**config.mk**
```make
export PLATFORM = sky130hd
export DESIGN_NAME = morse_digit_decoder
export DESIGN_NICKNAME = d
export VERILOG_FILES = /design/src/rtl/morse_pkg.sv /design/src/rtl/morse_debounce.sv /design/src/rtl/morse_digit_decoder.sv
export SDC_FILE = /design/constraint.sdc
export NUM_CORES = 1
export LEC_CHECK = 0
export CORE_UTILIZATION = 60
export CTS_BUF_LIST = sky130_fd_sc_hd__clkbuf_8
export DETAILED_ROUTE_END_ITERATION = 16
export PLACE_DENSITY = 0.77
export SYNTH_ARGS = -nofsm -noshare
export SYNTH_HDL_FRONTEND = slang
export SYNTH_HIERARCHICAL = 1
export SYNTH_SLANG_ARGS = --single-unit
```
**constraint.sdc**
```tcl
create_clock -name clk -period 3.4 [get_ports clk]
set_clock_uncertainty 0.05 [all_clocks]
set_input_delay 0.68 -clock clk [delete_from_list [all_inputs] [get_ports clk]]
set_output_delay 0.68 -clock clk [all_outputs]
set_load 0.03 [all_outputs]
```
**src/rtl/morse_pkg.sv**
```systemverilog
// Shared types and the Morse digit code table for the digit decoder.
// Patterns are five symbols, with the first symbol sent held in bit 4.
package morse_pkg;

  typedef enum logic [1:0] {
    IDLE  = 2'd0,
    PRESS = 2'd1,
    GAP   = 2'd2,
    EMIT  = 2'd3
  } state_t;

  localparam logic DOT  = 1'b0;
  localparam logic DASH = 1'b1;

  localparam logic [4:0] CODE_1 = 5'b01111;
  localparam logic [4:0] CODE_2 = 5'b00111;
  localparam logic [4:0] CODE_3 = 5'b00011;
  localparam logic [4:0] CODE_4 = 5'b00001;
  localparam logic [4:0] CODE_5 = 5'b00000;
  localparam logic [4:0] CODE_6 = 5'b10000;
  localparam logic [4:0] CODE_7 = 5'b11000;
  localparam logic [4:0] CODE_8 = 5'b11100;
  localparam logic [4:0] CODE_9 = 5'b11110;
  localparam logic [4:0] CODE_0 = 5'b11111;

  typedef struct packed {
    logic       valid;
    logic [3:0] digit;
  } decode_t;

  function automatic decode_t decode(input logic [4:0] sym);
    decode_t r;
    r.valid = 1'b1;
    r.digit = 4'd0;
    case (sym)
      CODE_0:  r.digit = 4'd0;
      CODE_1:  r.digit = 4'd1;
      CODE_2:  r.digit = 4'd2;
      CODE_3:  r.digit = 4'd3;
      CODE_4:  r.digit = 4'd4;
      CODE_5:  r.digit = 4'd5;
      CODE_6:  r.digit = 4'd6;
      CODE_7:  r.digit = 4'd7;
      CODE_8:  r.digit = 4'd8;
      CODE_9:  r.digit = 4'd9;
      default: r.valid = 1'b0;
    endcase
    return r;
  endfunction

endpackage

```
**src/rtl/morse_debounce.sv**
```systemverilog
// Two-flop synchroniser followed by a stable-level debouncer for the Morse key.
// key_db follows the synchronised key once it has differed for DEBOUNCE_CYC cycles.
module morse_debounce #(
  parameter int DEBOUNCE_CYC = 1_000_000,
  parameter int CNT_W        = 32
) (
  input  logic clk,
  input  logic rst,
  input  logic key,
  output logic key_db
);

  localparam logic [CNT_W-1:0] STABLE_LAST = CNT_W'(DEBOUNCE_CYC - 1);

  logic             key_p0;
  logic             key_p1;
  logic [CNT_W-1:0] stable_cnt;

  always_ff @(posedge clk or posedge rst) begin
    if (rst) begin
      key_p0     <= 1'b0;
      key_p1     <= 1'b0;
      key_db     <= 1'b0;
      stable_cnt <= '0;
    end else begin
      key_p0 <= key;
      key_p1 <= key_p0;
      // Any return to the current debounced level restarts the stability window.
      if (key_p1 == key_db) begin
        stable_cnt <= '0;
      end else if (stable_cnt == STABLE_LAST) begin
        key_db     <= key_p1;
        stable_cnt <= '0;
      end else begin
        stable_cnt <= stable_cnt + 1'b1;
      end
    end
  end

endmodule

```
**src/rtl/morse_digit_decoder.sv**
```systemverilog
// Morse key front end: debounces the key, classifies dots/dashes, emits digits 0-9.
// Optional macro MORSE_ERR_EN enables the err pulse on invalid patterns.
module morse_digit_decoder
  import morse_pkg::*;
#(
  parameter int DEBOUNCE_CYC = 1_000_000,
  parameter int DASH_CYC     = 30_000_000,
  parameter int GAP_CYC      = 60_000_000,
  parameter int CNT_W        = 32
) (
  input  logic       clk,
  input  logic       rst,
  input  logic       key,
  output logic [3:0] digit,
  output logic       flag,
  output logic       err
);

  localparam logic [CNT_W-1:0] DASH_LIM = CNT_W'(DASH_CYC);
  // Decision is registered on the edge where the gap counter reaches GAP_CYC-1,
  // so flag/err rise exactly GAP_CYC cycles after the key_db fall.
  localparam logic [CNT_W-1:0] GAP_LAST = CNT_W'(GAP_CYC - 2);

  logic             key_db;
  logic             key_db_q;
  logic             rise;
  logic             fall;
  logic             ok;
  decode_t          dec;
  state_t           state;
  logic [CNT_W-1:0] press_cnt;
  logic [CNT_W-1:0] gap_cnt;
  logic [4:0]       sym;
  logic [2:0]       n;
  logic             ovf;

  morse_debounce #(
    .DEBOUNCE_CYC(DEBOUNCE_CYC),
    .CNT_W       (CNT_W)
  ) u_debounce (
    .clk   (clk),
    .rst   (rst),
    .key   (key),
    .key_db(key_db)
  );

  assign rise = key_db & ~key_db_q;
  assign fall = ~key_db & key_db_q;
  assign dec  = decode(sym);
  assign ok   = (n == 3'd5) && !ovf && dec.valid;

  always_ff @(posedge clk or posedge rst) begin
    if (rst) begin
      key_db_q  <= 1'b0;
      state     <= IDLE;
      press_cnt <= '0;
      gap_cnt   <= '0;
      sym       <= '0;
      n         <= '0;
      ovf       <= 1'b0;
      digit     <= 4'd0;
      flag      <= 1'b0;
      err       <= 1'b0;
    end else begin
      key_db_q <= key_db;
      flag     <= 1'b0;
      err      <= 1'b0;
      case (state)
        IDLE: begin
          if (rise) begin
            state     <= PRESS;
            press_cnt <= '0;
          end
        end
        PRESS: begin
          if (fall) begin
            if (n == 3'd5) begin
              ovf <= 1'b1;
            end else begin
              sym <= {sym[3:0], (press_cnt >= DASH_LIM) ? DASH : DOT};
              n   <= n + 3'd1;
            end
            gap_cnt <= '0;
            state   <= GAP;
          end else if (press_cnt != DASH_LIM) begin
            press_cnt <= press_cnt + 1'b1;
          end
        end
        GAP: begin
          if (rise) begin
            state     <= PRESS;
            press_cnt <= '0;
          end else begin
            gap_cnt <= gap_cnt + 1'b1;
            if (gap_cnt == GAP_LAST) begin
              state <= EMIT;
              if (ok) begin
                digit <= dec.digit;
                flag  <= 1'b1;
              end
`ifdef MORSE_ERR_EN
              else begin
                err <= 1'b1;
              end
`endif
            end
          end
        end
        EMIT: begin
          sym <= '0;
          n   <= '0;
          ovf <= 1'b0;
          if (rise) begin
            state     <= PRESS;
            press_cnt <= '0;
          end else begin
            state <= IDLE;
          end
        end
        default: state <= IDLE;
      endcase
    end
  end

endmodule

```
==> impl_summary.md <==
Critical path
The sort of element at the start of the critical path is a register. The register-to-register setup slack is 790 ps. The reg-to-reg critical path endpoint is u_debounce/stable_cnt[25].

The maximum net fanout on the critical path is 20. At the worst endpoint, the arrival time is 2900 ps. The start of the worst register-to-register path is u_debounce/stable_cnt[25]. Measured in cells, the most critical reg-to-reg path has a length of 6. Following the worst setup path forward leads to its endpoint at u_debounce/stable_cnt[25]. The kind of capture point of the worst setup path is a register. The critical setup path kind is register to register. The first element of the critical path is u_debounce/stable_cnt[25]. STA puts the critical path data required time at 3680 ps.

Cells and area
With fillers left out, the area of the finished cells amounts to between 0.006 and 0.007 mm². After the last flow step, the layout net total stands at just under 700. In the final layout, the multi-input gates occupy 0.00310 mm². In the final layout, the share of cells above drive strength 1 is 0.0880. The register area is 0.00290 mm². Relative to the synthesized area, the layout overhead comes to 9.79%. The count of filler cells inserted in the layout is 787.

0 antenna diodes ended up in the layout.

Synthesis
The average cell area after synthesis is roughly 9 µm². After synthesis, the cell types taking the most area are sky130_fd_sc_hd__dfrtp_1 47%, sky130_fd_sc_hd__xor2_1 5.1%, sky130_fd_sc_hd__nor2_1 4.5%, sky130_fd_sc_hd__nand2_1 3.6%, sky130_fd_sc_hd__nand4_1 3.2%. The synthesized design contains 0 enable-type register cells. The mapped netlist covers 0.00622 mm². The total nets after synthesis is 685. The count of synthesis-stage warnings from yosys is 6. The synthesized design spends more area on one cell type than any other, namely sky130_fd_sc_hd__dfrtp_1. The share of synthesized area in the top cell type comes to 0.467.

For this run, asynchronously set or reset flops after synthesis account for 1.00. The most used flip-flop cell after synthesis is sky130_fd_sc_hd__dfrtp_1. The number of storage elements in the synthesis netlist is between 100 and 150. In this run, distinct cell masters in the synthesized netlist total 55. The sequential element share of the synthesized area is 0.467. The gate count of the mapped netlist is between 600 and 700.

Min path
The worst hold path belongs to the class register to register. The launch instance of the worst min-delay path is u_debounce/key_p0.

Timing
The minimum clock period is around 2600 ps. The max-slew violation total from the final report is 0. For the pin with the worst max-slew slack, the measured transition is a little over 1000 ps.

The final number of setup-violating endpoints is 0. After routing, the total negative slack on setup checks comes to 0 ps. The final cycle utilization of the critical path is 0.768. The number of hold violations in the final report was 0. Setup repair after global routing left no endpoint under its margin.

The maximum achievable frequency is around 0.38 GHz. Once routing completed, OpenROAD measured the worst setup slack at slightly below 800 ps. The headroom to the max-slew limit is 0.302.

Die
The core region is roughly 0.01 mm². Pin placement for this block handled 9 I/O pins. After floorplanning, the core was divided into 36 placement rows. The die is 104 µm tall. The area of the die is ~0.011 mm². The horizontal die dimension is about 100 µm. For this configuration, the core starts out at a cell density of 0.628.

GRT
The first global-routing pass estimated 22.5 mm of wire. Global routing finished with a remaining overflow of 0. The total routing resource utilization after global routing is 0.257. The number of antenna violations at the first check in global routing was 0. The pin count of the biggest net entering global routing is 82. The via count of the first global-routing pass is around 4800.

CTS
Buffers added to address setup during post-CTS repair amount to 0. The number of gates resized after CTS is 0. CTS built an H-tree with a depth of 4.

Buffers inserted during clock tree synthesis total 17. The root buffer cell chosen for the clock tree is sky130_fd_sc_hd__clkbuf_8. The number of buffers inserted by hold repair at cts is 0. The clock drives 116 sinks. After clock tree synthesis, the clock-pin slew on the worst setup and hold paths is 70 ps. TritonCTS built the clock tree. No sink is reached through more buffers than the 2 on the longest clock path.

The clock latency at the later pin of the worst-skew pair is 450 ps.

Routing
The total via count after detailed routing is 5055. The final routed DRC violation total is 0. The routed design has 12.7 mm of wire. The number of nets with antenna violations after detailed routing is 0. Dividing the detail-routed via count by the number of cells gives 6.12. The number of iterations in the first detailed-routing pass is 5.

The average routed wire per standard cell is 15.4 µm. The initial detailed-routing violation count is roughly 430.

Power
IR analysis of the VDD net gives a maximum drop of 0.489 mV. The leakage power is 2.90 nW. The power density relative to cell area is 416 mW/mm².

Place
The number of buffer cells added on primary ports is 7. The placed instances occupy a cell area of 0.00639 mm². The estimated wirelength of the detail-placed design is 8.54 mm. The global placer's final weighted congestion is 0.803. Before CTS, the worst setup slack after placement is 816 ps.

Outcome
The flow ran to the end, and the final reports show no timing, DRC or antenna violations.

Run
The tool flagged a number of max-cap violations equal to 0.
==> logic make-up after synthesis <==
logic type               count (synthesis)  share of synthesized area
other                                    1                   0.000603
multiplexers                            10                     0.0173
buffers and inverters                   48                     0.0350
adder cells (fa/ha/maj)                  7                     0.0141
AND/OR/NAND/NOR                        342                      0.299
flip-flops                             116                      0.467
AO/OA/AOI/OAI                           96                     0.0895
XOR/XNOR                                55                     0.0774
==> critical path, stage by stage (launching register included) <==
cell                      delay (ps)
sky130_fd_sc_hd__dfrtp_1         410
sky130_fd_sc_hd__or4_1           510
sky130_fd_sc_hd__or4b_1          490
sky130_fd_sc_hd__nor3_2          160
sky130_fd_sc_hd__or2_1           380
sky130_fd_sc_hd__buf_4           320
sky130_fd_sc_hd__o21ba_2         190
==> placed cells by master (no fill, tap or decap), types with 2 or more instances in the layout <==
cell type / n
sky130_fd_sc_hd__a21oi_1: 32
sky130_fd_sc_hd__a31oi_1: 3
sky130_fd_sc_hd__and2_1: 7
sky130_fd_sc_hd__and3_1: 18
sky130_fd_sc_hd__and4_1: 7
sky130_fd_sc_hd__buf_4: 7
sky130_fd_sc_hd__bufinv_16: 4
sky130_fd_sc_hd__clkbuf_8: 17
sky130_fd_sc_hd__clkdlybuf4s50_1: 7
sky130_fd_sc_hd__clkinv_2: 2
sky130_fd_sc_hd__clkinv_4: 7
sky130_fd_sc_hd__clkinvlp_4: 3
sky130_fd_sc_hd__dfrtp_1: 116
sky130_fd_sc_hd__ha_1: 7
sky130_fd_sc_hd__inv_1: 18
sky130_fd_sc_hd__mux2_2: 6
sky130_fd_sc_hd__mux2i_1: 4
sky130_fd_sc_hd__nand2_1: 59
sky130_fd_sc_hd__nand2b_1: 5
sky130_fd_sc_hd__nand3_1: 38
sky130_fd_sc_hd__nand4_1: 32
sky130_fd_sc_hd__nand4_2: 2
sky130_fd_sc_hd__nand4b_1: 3
sky130_fd_sc_hd__nor2_1: 74
sky130_fd_sc_hd__nor2b_1: 6
sky130_fd_sc_hd__nor3_1: 20
sky130_fd_sc_hd__nor4_1: 15
sky130_fd_sc_hd__nor4_4: 2
sky130_fd_sc_hd__nor4b_1: 4
sky130_fd_sc_hd__o211ai_1: 8
sky130_fd_sc_hd__o21ai_0: 35
sky130_fd_sc_hd__o31ai_1: 7
sky130_fd_sc_hd__o41ai_1: 3
sky130_fd_sc_hd__or3_1: 21
sky130_fd_sc_hd__or4_1: 15
sky130_fd_sc_hd__or4b_2: 2
sky130_fd_sc_hd__xnor2_1: 19
sky130_fd_sc_hd__xor2_1: 36
==> metrics by stage <==
step	util	cells	hold WS, ps	total power, W
2_1_floorplan	-	675	281	0.00145
5_1_grt	0.689	826	317	0.00293
3_3_place_gp	0.645	794	282	0.00146
3_5_place_dp	0.645	794	296	0.00146
4_1_cts	0.689	826	312	0.00287
6_report	0.689	826	310	0.00284
==> flip-flops by register name, summed over array words and instances (netlist names) <==
signal,flops
ovf,1
key_db_q,1
press_cnt,32
flag,1
state,2
gap_cnt,32
n,3
u_debounce/key_db,1
u_debounce/key_p0,1
u_debounce/key_p1,1
sym,5
digit,4
u_debounce/stable_cnt,32
==> final cells by class <==
cell class	instances	area share
sequential	116	0.425
timing repair buffer	15	0.0209
clock buffer	17	0.0343
clock inverter	15	0.0306
multi-input combinational	511	0.454
inverter	19	0.0106
tap	133	0.0244
==> worst min path at each step <==
| stage | cells past startpoint | slack, ps | endpoint |
|---|---|---|---|
| final | 0 | 310 | u_debounce/key_p1 |
| after global routing | 0 | 320 | u_debounce/key_p1 |
| after global placement | 0 | 280 | u_debounce/key_p1 |
| after detailed placement | 0 | 300 | u_debounce/key_p1 |
| after floorplan | 0 | 280 | u_debounce/key_p1 |
| after CTS | 0 | 310 | u_debounce/key_p1 |
==> report_power, final <==
part,total [W],leakage (nW),internal [W],switching [W]
Combinational,0.0000466,1.07,0.00000991,0.0000367
Clock,0.00141,0.212,0.000802,0.000605
Sequential,0.00139,1.61,0.00138,0.00000373
==> layer usage <==
layer,vias up,share of wire,wire [µm],GRT usage
met5,-,0,0,0
met2,121,0.48,6160,0.403
met1,2473,0.46,5790,0.348
met3,17,0.046,590,0.0648
met4,0,0.014,180,0.0857
li1,2444,-,-,-
==> Yosys cell counts, drive strengths merged (5+ instances only) <==
cell and n:
ha 7, or4 15, nor2 75, o211ai 8, dfrtp 116, buf 7, nand2b 5, and3 19
inv 19, clkbuf 22, mux2 6, o31ai 7, or3 22, xnor2 19, and2 7, nor3 21
nor2b 6, and4 8, o21ai 36, nand4 34, nand3 39, nand2 59, a21oi 32, xor2 36
nor4 17
Note: power is estimated with default switching activity, not from simulation.
